**src/rtl/cc_alu_if.sv**
```systemverilog
// cc_alu_if: ALU result bus from the execute-stage ALU to its consumers
interface cc_alu_if #(
  parameter int WIDTH = 64
);
  logic             e_valid;
  logic             e_set_cc;
  logic [3:0]       e_ifun;
  logic [WIDTH-1:0] alu_out;
  logic             alu_ovf;
  modport master (output e_valid, e_set_cc, e_ifun, alu_out, alu_ovf);
  modport slave  (input  e_valid, e_set_cc, e_ifun, alu_out, alu_ovf);
endinterface

```
**src/rtl/cc_cond_unit.sv**
```systemverilog
// cc_cond_unit: Y86 execute-stage condition codes, Cnd evaluation and E->M register
module cc_cond_unit #(
  parameter int         WIDTH    = 64,
  parameter logic [2:0] CC_RESET = 3'b100
) (
  input  logic             clk,
  input  logic             rst,
  cc_alu_if.slave          alu,
  input  logic             m_exc,
  input  logic             w_exc,
  input  logic             m_stall,
  input  logic             m_bubble,
  output logic             cc_zf,
  output logic             cc_sf,
  output logic             cc_of,
  output logic             e_cnd,
  output logic             e_ifun_err,
  output logic             m_valid,
  output logic [WIDTH-1:0] m_valE,
  output logic             m_cnd
);
  logic lt, cc_we;
  assign lt    = cc_sf ^ cc_of;
  assign cc_we = alu.e_valid & alu.e_set_cc & ~m_exc & ~w_exc;
  // condition from the currently held flags, so a same-cycle set_cc sees old codes
  always_comb begin
    e_ifun_err = alu.e_valid & (alu.e_ifun > 4'd6);
    e_cnd = alu.e_ifun == 4'd0 ? 1'b1 :
            alu.e_ifun == 4'd1 ? lt | cc_zf :
            alu.e_ifun == 4'd2 ? lt :
            alu.e_ifun == 4'd3 ? cc_zf :
            alu.e_ifun == 4'd4 ? ~cc_zf :
            alu.e_ifun == 4'd5 ? ~lt :
            alu.e_ifun == 4'd6 ? ~lt & ~cc_zf : 1'b0;
  end
  // condition codes; exceptions in later stages suppress the update
  always_ff @(posedge clk or posedge rst) begin
    if (rst) {cc_zf, cc_sf, cc_of} <= CC_RESET;
    else if (cc_we) {cc_zf, cc_sf, cc_of} <= {alu.alu_out == '0, alu.alu_out[WIDTH-1], alu.alu_ovf};
  end
  // E->M pipeline register: bubble beats stall beats load
  always_ff @(posedge clk or posedge rst) begin
    if (rst) {m_valid, m_valE, m_cnd} <= '0;
    else if (m_bubble) {m_valid, m_valE, m_cnd} <= '0;
    else if (!m_stall) {m_valid, m_valE, m_cnd} <= {alu.e_valid, alu.alu_out, e_cnd};
  end
endmodule

```
**src/flat_wrapper.sv**
```systemverilog
// flat-port wrapper written by rule: the top's interface ports become plain ports
module cc_cond_unit_flat 
#(
  parameter int         WIDTH    = 64,
  parameter logic [2:0] CC_RESET = 3'b100
)
  (clk, rst, m_exc, w_exc, m_stall, m_bubble, cc_zf, cc_sf, cc_of, e_cnd, e_ifun_err, m_valid, m_valE, m_cnd, alu_e_valid, alu_e_set_cc, alu_e_ifun, alu_alu_out, alu_alu_ovf);
  cc_alu_if #(.WIDTH(WIDTH)) alu_i ();
  input  logic clk;
  input  logic rst;
  input  logic m_exc;
  input  logic w_exc;
  input  logic m_stall;
  input  logic m_bubble;
  output logic cc_zf;
  output logic cc_sf;
  output logic cc_of;
  output logic e_cnd;
  output logic e_ifun_err;
  output logic m_valid;
  output logic [WIDTH-1:0] m_valE;
  output logic m_cnd;
  input wire logic [$bits(alu_i.e_valid)-1:0] alu_e_valid;
  input wire logic [$bits(alu_i.e_set_cc)-1:0] alu_e_set_cc;
  input wire logic [$bits(alu_i.e_ifun)-1:0] alu_e_ifun;
  input wire logic [$bits(alu_i.alu_out)-1:0] alu_alu_out;
  input wire logic [$bits(alu_i.alu_ovf)-1:0] alu_alu_ovf;
  assign alu_i.e_valid = alu_e_valid;
  assign alu_i.e_set_cc = alu_e_set_cc;
  assign alu_i.e_ifun = alu_e_ifun;
  assign alu_i.alu_out = alu_alu_out;
  assign alu_i.alu_ovf = alu_alu_ovf;
  cc_cond_unit #(.WIDTH(WIDTH), .CC_RESET(CC_RESET)) u_core (.clk(clk), .rst(rst), .alu(alu_i), .m_exc(m_exc), .w_exc(w_exc), .m_stall(m_stall), .m_bubble(m_bubble), .cc_zf(cc_zf), .cc_sf(cc_sf), .cc_of(cc_of), .e_cnd(e_cnd), .e_ifun_err(e_ifun_err), .m_valid(m_valid), .m_valE(m_valE), .m_cnd(m_cnd));
endmodule
```
**config.mk**
```make
export PLATFORM = sky130hd
export DESIGN_NAME = cc_cond_unit_flat
export DESIGN_NICKNAME = d
export VERILOG_FILES = /design/src/rtl/cc_alu_if.sv /design/src/rtl/cc_cond_unit.sv /design/src/flat_wrapper.sv
export SDC_FILE = /design/constraint.sdc
export NUM_CORES = 1
export LEC_CHECK = 0
export CORE_UTILIZATION = 43
export CTS_BUF_LIST = sky130_fd_sc_hd__clkbuf_16
export CTS_CLUSTER_DIAMETER = 200
export DETAILED_ROUTE_END_ITERATION = 7
export PLACE_DENSITY = 0.84
export SYNTH_ARGS = -nofsm -noshare
export SYNTH_HDL_FRONTEND = slang
export SYNTH_SLANG_ARGS = --single-unit
```
**constraint.sdc**
```tcl
create_clock -name clk -period 5.7 [get_ports clk]
set_input_delay 1.14 -clock clk [delete_from_list [all_inputs] [get_ports clk]]
set_output_delay 1.14 -clock clk [all_outputs]
set_load 0.01 [all_outputs]
```
==> results of run 1 <==
## sequential cells by signal (all words and copies together), names as in the netlist
signal,cells
u_core.cc_sf,1
u_core.m_valE,64
u_core.m_cnd,1
u_core.m_valid,1
u_core.cc_zf,1
u_core.cc_of,1
## metal layers
metal	wire length (µm)	part of all wire [%]
met5	0	0
met4	157	2.1
met1	3170	42
met3	457	6.0
met2	3790	50
## final cells by class
cell class,count,area share (%)
clock buffers,9,4.70
well taps,80,2.09
multi-input cells,172,24.8
flip-flops and latches,69,36.1
inverters,3,0.235
clock inverters,7,1.20
repair buffers,149,30.9
## cells in the final DEF, fill, tap and decap left out, types with 2 or more instances in the layout
master             n
buf_4              3
clkbuf_16          9
clkdlybuf4s50_1  145
clkinv_1           3
dfrtp_1           68
inv_1              3
mux2_1             2
mux2i_1           66
nand2_1            3
nand2b_1           2
nand3b_1           2
nand4_1            3
nor2_1            66
nor4_1            14
nor4_2             2
## worst max-delay path: stages
cell	delay, ns
clkdlybuf4s50_1	0.56
nand3b_1	0.14
o211ai_1	0.09
a2bb2oi_1	0.16
nor2_1	0.09
clkdlybuf4s50_1	0.53
## stage by stage
stage / util, % / cells / hold WS, ns / power, mW
floorplan: - / 259 / 0.517 / 0.640
detailed placement: 66.7 / 473 / 0.503 / 0.782
CTS: 70.9 / 489 / 0.514 / 1.31
finish: 70.9 / 489 / 0.508 / 1.29
global placement: 66.7 / 473 / 0.503 / 0.778
global route: 70.9 / 489 / 0.542 / 1.35
## power groups by stage
stage / clock [mW] / sequential [mW] / combinational [mW]
detailed placement: 0 / 0.547 / 0.235
global placement: 0 / 0.545 / 0.233
CTS: 0.530 / 0.539 / 0.236
floorplan: 0 / 0.560 / 0.0804
finish: 0.519 / 0.539 / 0.234
global route: 0.552 / 0.543 / 0.252
## logic make-up (layout without fill, tap and decap cells)
group	after synthesis	count (layout)
AO/OA/AOI/OAI	6	6
XOR/XNOR	1	1
buffers and inverters	18	168
flip-flops	69	69
multiplexers	68	68
AND/OR/NAND/NOR	97	97
## how the worst max path moves through the flow
stage                        startpoint                        to  cells after the start
after floorplan                     rst  u_core.cc_of$_DFFE_PP0P_                      1
after global placement    alu_e_ifun[0]                     e_cnd                      6
after CTS                 alu_e_ifun[0]                     e_cnd                      6
after global routing      alu_e_ifun[0]                     e_cnd                      6
after detailed placement  alu_e_ifun[0]                     e_cnd                      6
final                     alu_e_ifun[0]                     e_cnd                      6
==> impl_metrics.py, run 1 <==
metrics = {
    "run_status": {
        "outcome": "finished, final reports clean",
    },
    "critical_path": {
        "r2r-start": "u_core.cc_of$_DFFE_PP0P_",
        "cp_max_fo": 6,
        "r2r_cells": 4,
        "arrival_ns": 2.71,
        "crit_type": "in2out",
        "reg2reg_to": "u_core.m_cnd$_DFFE_PP0P_",
        "crit_required_ns": 4.56,
        "r2r_setup_slack_ns": 4.34,
        "crit_path_start_kind": "input port",
        "endpoint_kind": "output pin",
    },
    "placed_design": {
        "placed_area_mm2": 0.00451,
        "globalplace.congestion": 0.716,
        "hpwl_um": 5370,
        "dp_slack_ns": 1.86,
        "portBuffers": 147,
    },
    "clocking": {
        "clockBufferDepth": 2,
        "clkTransAtPathRegs_ns": 0.05,
        "post_cts_buffers": 0,
        "post_cts_resized": 0,
        "cts.sinks": 69,
        "cts_htree_levels": 3,
        "ctsHoldBuffers": 0,
        "cts_tree": "built",
        "insertion_delay_ns": 0.31,
        "clockRootBuffer": "clkbuf_16",
        "cts_buffers": 9,
    },
    "cells_and_area": {
        "fillers": 518,
        "layout.nets": 481,
        "antenna_cells": 0,
        "ff_latch_area_mm2": 0.00173,
        "drive_gt1_share_pct": 5.38,
        "multiInputGateArea_mm2": 0.00119,
        "syn_to_final_growth_pct": 59.6,
        "final_cell_area_mm2": 0.00479,
    },
    "power_and_ir_drop": {
        "vdd_drop_max_v": 0.000181,
        "p_leak_nw": 2.19,
        "powerDensity_mw_per_mm2": 270,
        "internal_power_uw": 988,
        "p_comb_share_pct": 18.1,
        "p_sw_share_pct": 23.5,
        "seq_power_share_pct": 41.7,
        "clock_power_share_pct": 40.2,
        "p_sw_uw": 304,
    },
    "synth": {
        "seq_area_frac_synth_pct": 57.6,
        "yosysTopAreaCell": "dfrtp_1",
        "ys_top_cells_by_area": "dfrtp_1, mux2i_1, nor2_1, nor4_1, clkbuf_1",
        "synth_compound_area_share_pct": 1.63,
        "synth.area.mux_share_pct": 22.8,
        "synth_fa_ha_area_share_pct": 0,
        "yosysMostFrequentCell": "dfrtp_1",
        "synth_ff_type": "dfrtp_1",
        "yosys.area.top_type_share_pct": 56.7,
        "synth_edf_count": 0,
        "syn_nets": 336,
        "ys_warn_count": 0,
        "synthArstFlopShare_pct": 100,
        "synth.avg_cell_area_um2": 11.6,
        "synth_area_mm2": 0.00300,
        "netlist_instances": 259,
        "yosys.area_share.simple_pct": 14.9,
        "synth-seq-cells": 69,
        "netlist_top_cells_count": "dfrtp_1, mux2i_1, nor2_1",
        "synth_xor_area_share_pct": 0.292,
        "ys_types": 28,
        "synth_top_family_by_area": "multiplexers",
    },
    "grt": {
        "busiest_layer": "met2",
        "grt_util_met1_pct": 26.6,
        "met2_usage_pct": 36.9,
        "grt_use_met3_pct": 5.77,
        "grt_max_degree": 70,
        "antenna_found_initial": 0,
        "overflow": 0,
        "track_usage_pct": 21.9,
        "grt_pass1_wl_um": 12200,
        "grt_pass1_vias": 2584,
    },
    "sta": {
        "finalWorstSetupSlack_ns": 1.85,
        "fmax_mhz": 260,
        "finalCritPeriodShare_pct": 67.5,
        "fin_skew_ns": 0.00343,
        "rsz0062_at_grt": "no",
        "worstMarginPinSlew_ns": 1.12,
        "totalNegativeSetupSlack_ns": 0,
        "drv_slew": 0,
        "fin_crit_ns": 3.85,
        "setup_viol": 0,
        "hold_viol_final": 0,
        "relSlewSlack_pct": 25.5,
    },
    "hold_path": {
        "min_to": "u_core.m_cnd$_DFFE_PP0P_",
        "hold_depth": 2,
        "hold_path_class": "reg2reg",
        "min_from": "u_core.m_cnd$_DFFE_PP0P_",
    },
    "floorplanning": {
        "io_pins": 148,
        "start_util_pct": 44.4,
        "die_x_um": 85.5,
        "coreArea_mm2": 0.00676,
        "num_rows": 30,
        "die_h_um": 85.5,
        "die_area_mm2": 0.00732,
    },
    "route": {
        "drt_iter0_drc": 126,
        "routedWlPerCell_um": 15.5,
        "wirelength_um": 7570,
        "vias_per_cell": 5.13,
        "drc_errors": 0,
        "ant_nets": 0,
        "first_pass_iters": 4,
        "vias": 2508,
    },
    "job": {
        "maxCapViolations": 0,
    },
}
(Power assumes the default switching activity.)
==> run 2, diff against run 1 <==
CORE_UTILIZATION = 36   (was 43)
PLACE_DENSITY = 0.75   (was 0.84)
clock period = 3.2 ns   (was 5.7 ns; I/O delays follow)
==> impl_metrics.py, run 2 (synthesis gave the netlist of run 1 again) <==
metrics = {
    "grt": {
        "track_usage_pct": 19.5,
        "antenna_found_initial": 0,
        "grt_use_met3_pct": 5.85,
        "grt_util_met1_pct": 24.9,
        "met2_usage_pct": 31.1,
        "overflow": 0,
        "busiest_layer": "met2",
        "grt_max_degree": 42,
        "grt_pass1_wl_um": 13000,
        "grt_pass1_vias": 2630,
    },
    "critical_path": {
        "cpPeakStageDelay_ns": 0.50,
        "crit_path_start_kind": "input port",
        "r2r_setup_slack_ns": 1.80,
        "crit_slowest_cell": "clkdlybuf4s50_1",
        "crit_type": "in2out",
        "cp_common_cell": "clkdlybuf4s50_1",
        "cp_max_fo": 6,
        "endpoint_kind": "output pin",
        "arrival_ns": 2.27,
        "crit_required_ns": 2.56,
        "path_cells": "clkdlybuf4s50_1 -> nand3b_1 -> o211ai_1 -> a2bb2oi_1 -> nor2_1 -> clkdlybuf4s50_1",
    },
    "placed_design": {
        "globalplace.congestion": 0.723,
        "placed_area_mm2": 0.00457,
        "portBuffers": 147,
        "post-place-cells": 498,
        "hpwl_um": 6080,
    },
    "clocking": {
        "cts_buffers": 9,
        "clkTransAtPathRegs_ns": 0.05,
        "post_cts_resized": 0,
        "insertion_delay_ns": 0.31,
        "post_cts_buffers": 0,
        "cts_htree_levels": 3,
        "clockRootBuffer": "clkbuf_16",
        "ctsHoldBuffers": 0,
        "cts.sinks": 69,
        "clockBufferDepth": 2,
        "cts_tree": "built",
    },
    "floorplanning": {
        "start_util_pct": 38.0,
        "coreArea_mm2": 0.00789,
        "io_pins": 148,
        "num_rows": 32,
        "die_h_um": 93.3,
        "die_area_mm2": 0.00870,
        "die_x_um": 93.3,
    },
    "cells_and_area": {
        "antenna_cells": 0,
        "layout_commonest_cell": "clkdlybuf4s50_1",
        "stdcell_count": 512,
        "layout.nets": 484,
        "syn_to_final_growth_pct": 60.5,
        "final_cell_mix": "clkdlybuf4s50_1, dfrtp_1, mux2i_1, nor2_1, nor4_1",
        "final_cell_area_mm2": 0.00482,
        "drive_gt1_share_pct": 5.85,
        "largest_reg_flops": 64,
        "post-route-util_pct": 61.1,
    },
    "power_and_ir_drop": {
        "powerDensity_mw_per_mm2": 459,
        "vdd_drop_max_v": 0.000268,
        "p_leak_nw": 2.19,
    },
    "route": {
        "drc_errors": 0,
        "routedWlPerCell_um": 15.7,
        "vias_per_cell": 4.84,
        "first_pass_iters": 4,
        "wirelength_um": 8020,
        "drt_iter0_drc": 101,
        "ant_nets": 0,
        "vias": 2480,
    },
    "sta": {
        "hold_viol_final": 0,
        "drv_slew": 0,
        "fin_skew_ns": 0.00239,
        "fin_crit_ns": 2.91,
        "relSlewSlack_pct": 54.1,
        "finalCritPeriodShare_pct": 91.1,
        "totalNegativeSetupSlack_ns": 0,
        "fmax_mhz": 343,
        "worstMarginPinSlew_ns": 0.683,
        "setup_viol": 0,
        "rsz0062_at_grt": "no",
    },
    "hold_path": {
        "hold_path_class": "reg2reg",
    },
    "job": {
        "maxCapViolations": 0,
    },
    "run_status": {
        "outcome": "finished, final reports clean",
    },
}
==> run 2: final timing paths <==
path / depth (start not counted) / start / to
max: 6 / alu_e_ifun[0] / e_cnd
min: 2 / u_core.m_cnd$_DFFE_PP0P_ / u_core.m_cnd$_DFFE_PP0P_
max reg2reg: 4 / u_core.cc_of$_DFFE_PP0P_ / u_core.m_cnd$_DFFE_PP0P_
min reg2reg: 2 / u_core.m_cnd$_DFFE_PP0P_ / u_core.m_cnd$_DFFE_PP0P_
max in group asynchronous: 3 / rst / u_core.m_valE[53]$_DFFE_PP0P_
min in group asynchronous: 2 / rst / u_core.m_valE[41]$_DFFE_PP0P_
==> run 2: final cells by class <==
class                           instances  area, µm²
Clock buffer                            9        225
Clock inverter                          5       21.3
Fill cell                             659       3070
Inverter                                3       11.3
Multi-Input combinational cell        172       1190
Sequential cell                        69       1730
Tap cell                              102        128
Timing Repair Buffer                  152       1510
==> run 2: where the power goes <==
part	internal, mW	leakage (nW)	switching, mW
clock	0.503	0.127	0.325
sequential	0.928	0.911	0.0312
combinational	0.245	1.15	0.178
==> run 2: metrics by stage <==
step | setup slack, ns | total power [mW] | hold slack [ns]
after floorplan | 0.822 | 1.14 | 0.517
after global placement | 0.390 | 1.39 | 0.502
after detailed placement | 0.316 | 1.40 | 0.501
after CTS | 0.310 | 2.24 | 0.512
after global routing | 0.235 | 2.31 | 0.548
final | 0.286 | 2.21 | 0.506
==> run 2: worst max-delay path: cells and delay by family <==
kind,cells,cell delay [ns]
compound gates,2,0.37
buf+inv,2,0.98
simple gates,2,0.28
==> run 2: per-layer routing <==
metal  part of all wire (%)  vias to the layer above
met5                      0                        -
met1                     43                     1188
li1                       -                     1192
met2                     49                       88
met3                    6.5                       12
met4                    1.6                        0
==> run 3, diff against run 2 <==
CORE_MARGIN = 5   (was default)
CORE_UTILIZATION = 35   (was 36)
PLACE_DENSITY = 0.73   (was 0.75)
REMOVE_ABC_BUFFERS = 1   (was default)
==> impl_metrics.py, run 3 (synthesis gave the netlist of run 1 again) <==
metrics = {
    "cells_and_area": {
        "layout.nets": 482,
        "final_cell_mix": "clkdlybuf4s50_1, dfrtp_1, mux2i_1, nor2_1, nor4_1",
        "antenna_cells": 0,
        "fillers": 714,
        "post-route-util_pct": 58.6,
        "largest_reg_flops": 64,
        "layout_commonest_cell": "clkdlybuf4s50_1",
        "syn_to_final_growth_pct": 62.2,
        "drive_gt1_share_pct": 5.85,
    },
    "clocking": {
        "ctsHoldBuffers": 0,
        "post_cts_buffers": 0,
        "cts.sinks": 69,
        "clockBufferDepth": 2,
        "clkTransAtPathRegs_ns": 0.05,
        "clockRootBuffer": "clkbuf_16",
        "cts_buffers": 9,
        "insertion_delay_ns": 0.31,
        "cts_htree_levels": 3,
        "cts_tree": "built",
        "post_cts_resized": 0,
    },
    "sta": {
        "rsz0062_at_grt": "no",
        "finalWorstSetupSlack_ns": 0.308,
        "fin_skew_ns": 0.00163,
        "totalNegativeSetupSlack_ns": 0,
        "worstMarginPinSlew_ns": 0.740,
        "fin_crit_ns": 2.89,
        "setup_viol": 0,
        "relSlewSlack_pct": 50.7,
        "fmax_mhz": 346,
        "finalCritPeriodShare_pct": 90.4,
        "hold_viol_final": 0,
        "drv_slew": 0,
    },
    "hold_path": {
        "hold_depth": 2,
        "hold_path_class": "reg2reg",
        "min_to": "u_core.m_valE[24]$_DFFE_PP0P_",
        "min_from": "u_core.m_valE[24]$_DFFE_PP0P_",
    },
    "route": {
        "ant_nets": 0,
        "drc_errors": 0,
        "routedWlPerCell_um": 16.7,
        "vias_per_cell": 4.83,
        "wirelength_um": 8590,
        "drt_iter0_drc": 63,
        "first_pass_iters": 4,
        "vias": 2485,
    },
    "power_and_ir_drop": {
        "powerDensity_mw_per_mm2": 478,
        "power.total_mw": 2.33,
        "p_leak_nw": 2.21,
        "vdd_drop_max_v": 0.000260,
    },
    "placed_design": {
        "globalplace.congestion": 0.752,
        "portBuffers": 147,
        "dp_slack_ns": 0.324,
        "hpwl_um": 6390,
    },
    "grt": {
        "overflow": 0,
        "track_usage_pct": 16.5,
        "grt_pass1_wl_um": 13600,
        "grt_pass1_vias": 2732,
        "grt_max_degree": 47,
        "antenna_found_initial": 0,
    },
    "critical_path": {
        "crit_path_start_kind": "input port",
        "endpoint_kind": "output pin",
        "arrival_ns": 2.25,
        "reg2reg_to": "u_core.m_cnd$_DFFE_PP0P_",
        "r2r_setup_slack_ns": 1.83,
        "crit_type": "in2out",
        "crit_required_ns": 2.56,
        "r2r-start": "u_core.cc_of$_DFFE_PP0P_",
        "cp_max_fo": 6,
        "r2r_cells": 4,
    },
    "run_status": {
        "outcome": "finished, final reports clean",
    },
    "floorplanning": {
        "die_area_mm2": 0.0105,
        "die_x_um": 103,
        "start_util_pct": 36.2,
        "num_rows": 33,
        "die_h_um": 103,
        "io_pins": 148,
        "coreArea_mm2": 0.00830,
    },
    "job": {
        "maxCapViolations": 0,
    },
}
-- run 3: cell type report --
cell class                      instances  area (µm²)  area share, %
Inverter                                3        11.3          0.231
Clock inverter                          7        58.8           1.21
Clock buffer                            9         225           4.63
Timing Repair Buffer                  150        1520           31.3
Multi-Input combinational cell        172        1190           24.4
Tap cell                              105         131           2.70
Sequential cell                        69        1730           35.5
-- run 3: critical path: stages --
cell and delay [ns]:
clkdlybuf4s50_1 0.57, nand3b_1 0.14, o211ai_1 0.10, a2bb2oi_1 0.17, nor2_1 0.09, clkdlybuf4s50_1 0.54
-- run 3: worst max-delay path by stage --
stage	slack (ns)	end	from
3_5_place_dp	0.32	e_cnd	alu_e_ifun[0]
2_1_floorplan	0.82	u_core.cc_of$_DFFE_PP0P_	rst
5_1_grt	0.21	e_cnd	alu_e_ifun[0]
3_3_place_gp	0.38	e_cnd	alu_e_ifun[0]
6_report	0.31	e_cnd	alu_e_ifun[0]
4_1_cts	0.32	e_cnd	alu_e_ifun[0]
-- run 3: metal layers --
metal	global-route usage [%]	part of all wire [%]	wire length [µm]
met5	0	0	0
met2	27.4	48	4110
met4	4.24	0.42	36
met3	6.16	10	858
met1	20.4	42	3580
-- run 3: per-stage QoR --
stage               cell area, µm²  hold slack (ns)  cells
finish                        4870            0.520    515
global route                  4870            0.548    515
global placement              4580            0.505    499
detailed placement            4580            0.512    499
CTS                           4870            0.525    515
floorplan                     2930            0.517    244
-- run 3: power by group --
| part | internal (mW) | total [mW] | switching (mW) |
|---|---|---|---|
| registers | 0.927 | 0.959 | 0.0322 |
| logic | 0.247 | 0.424 | 0.177 |
| clock network | 0.592 | 0.942 | 0.350 |
| total | 1.77 | 2.33 | 0.559 |
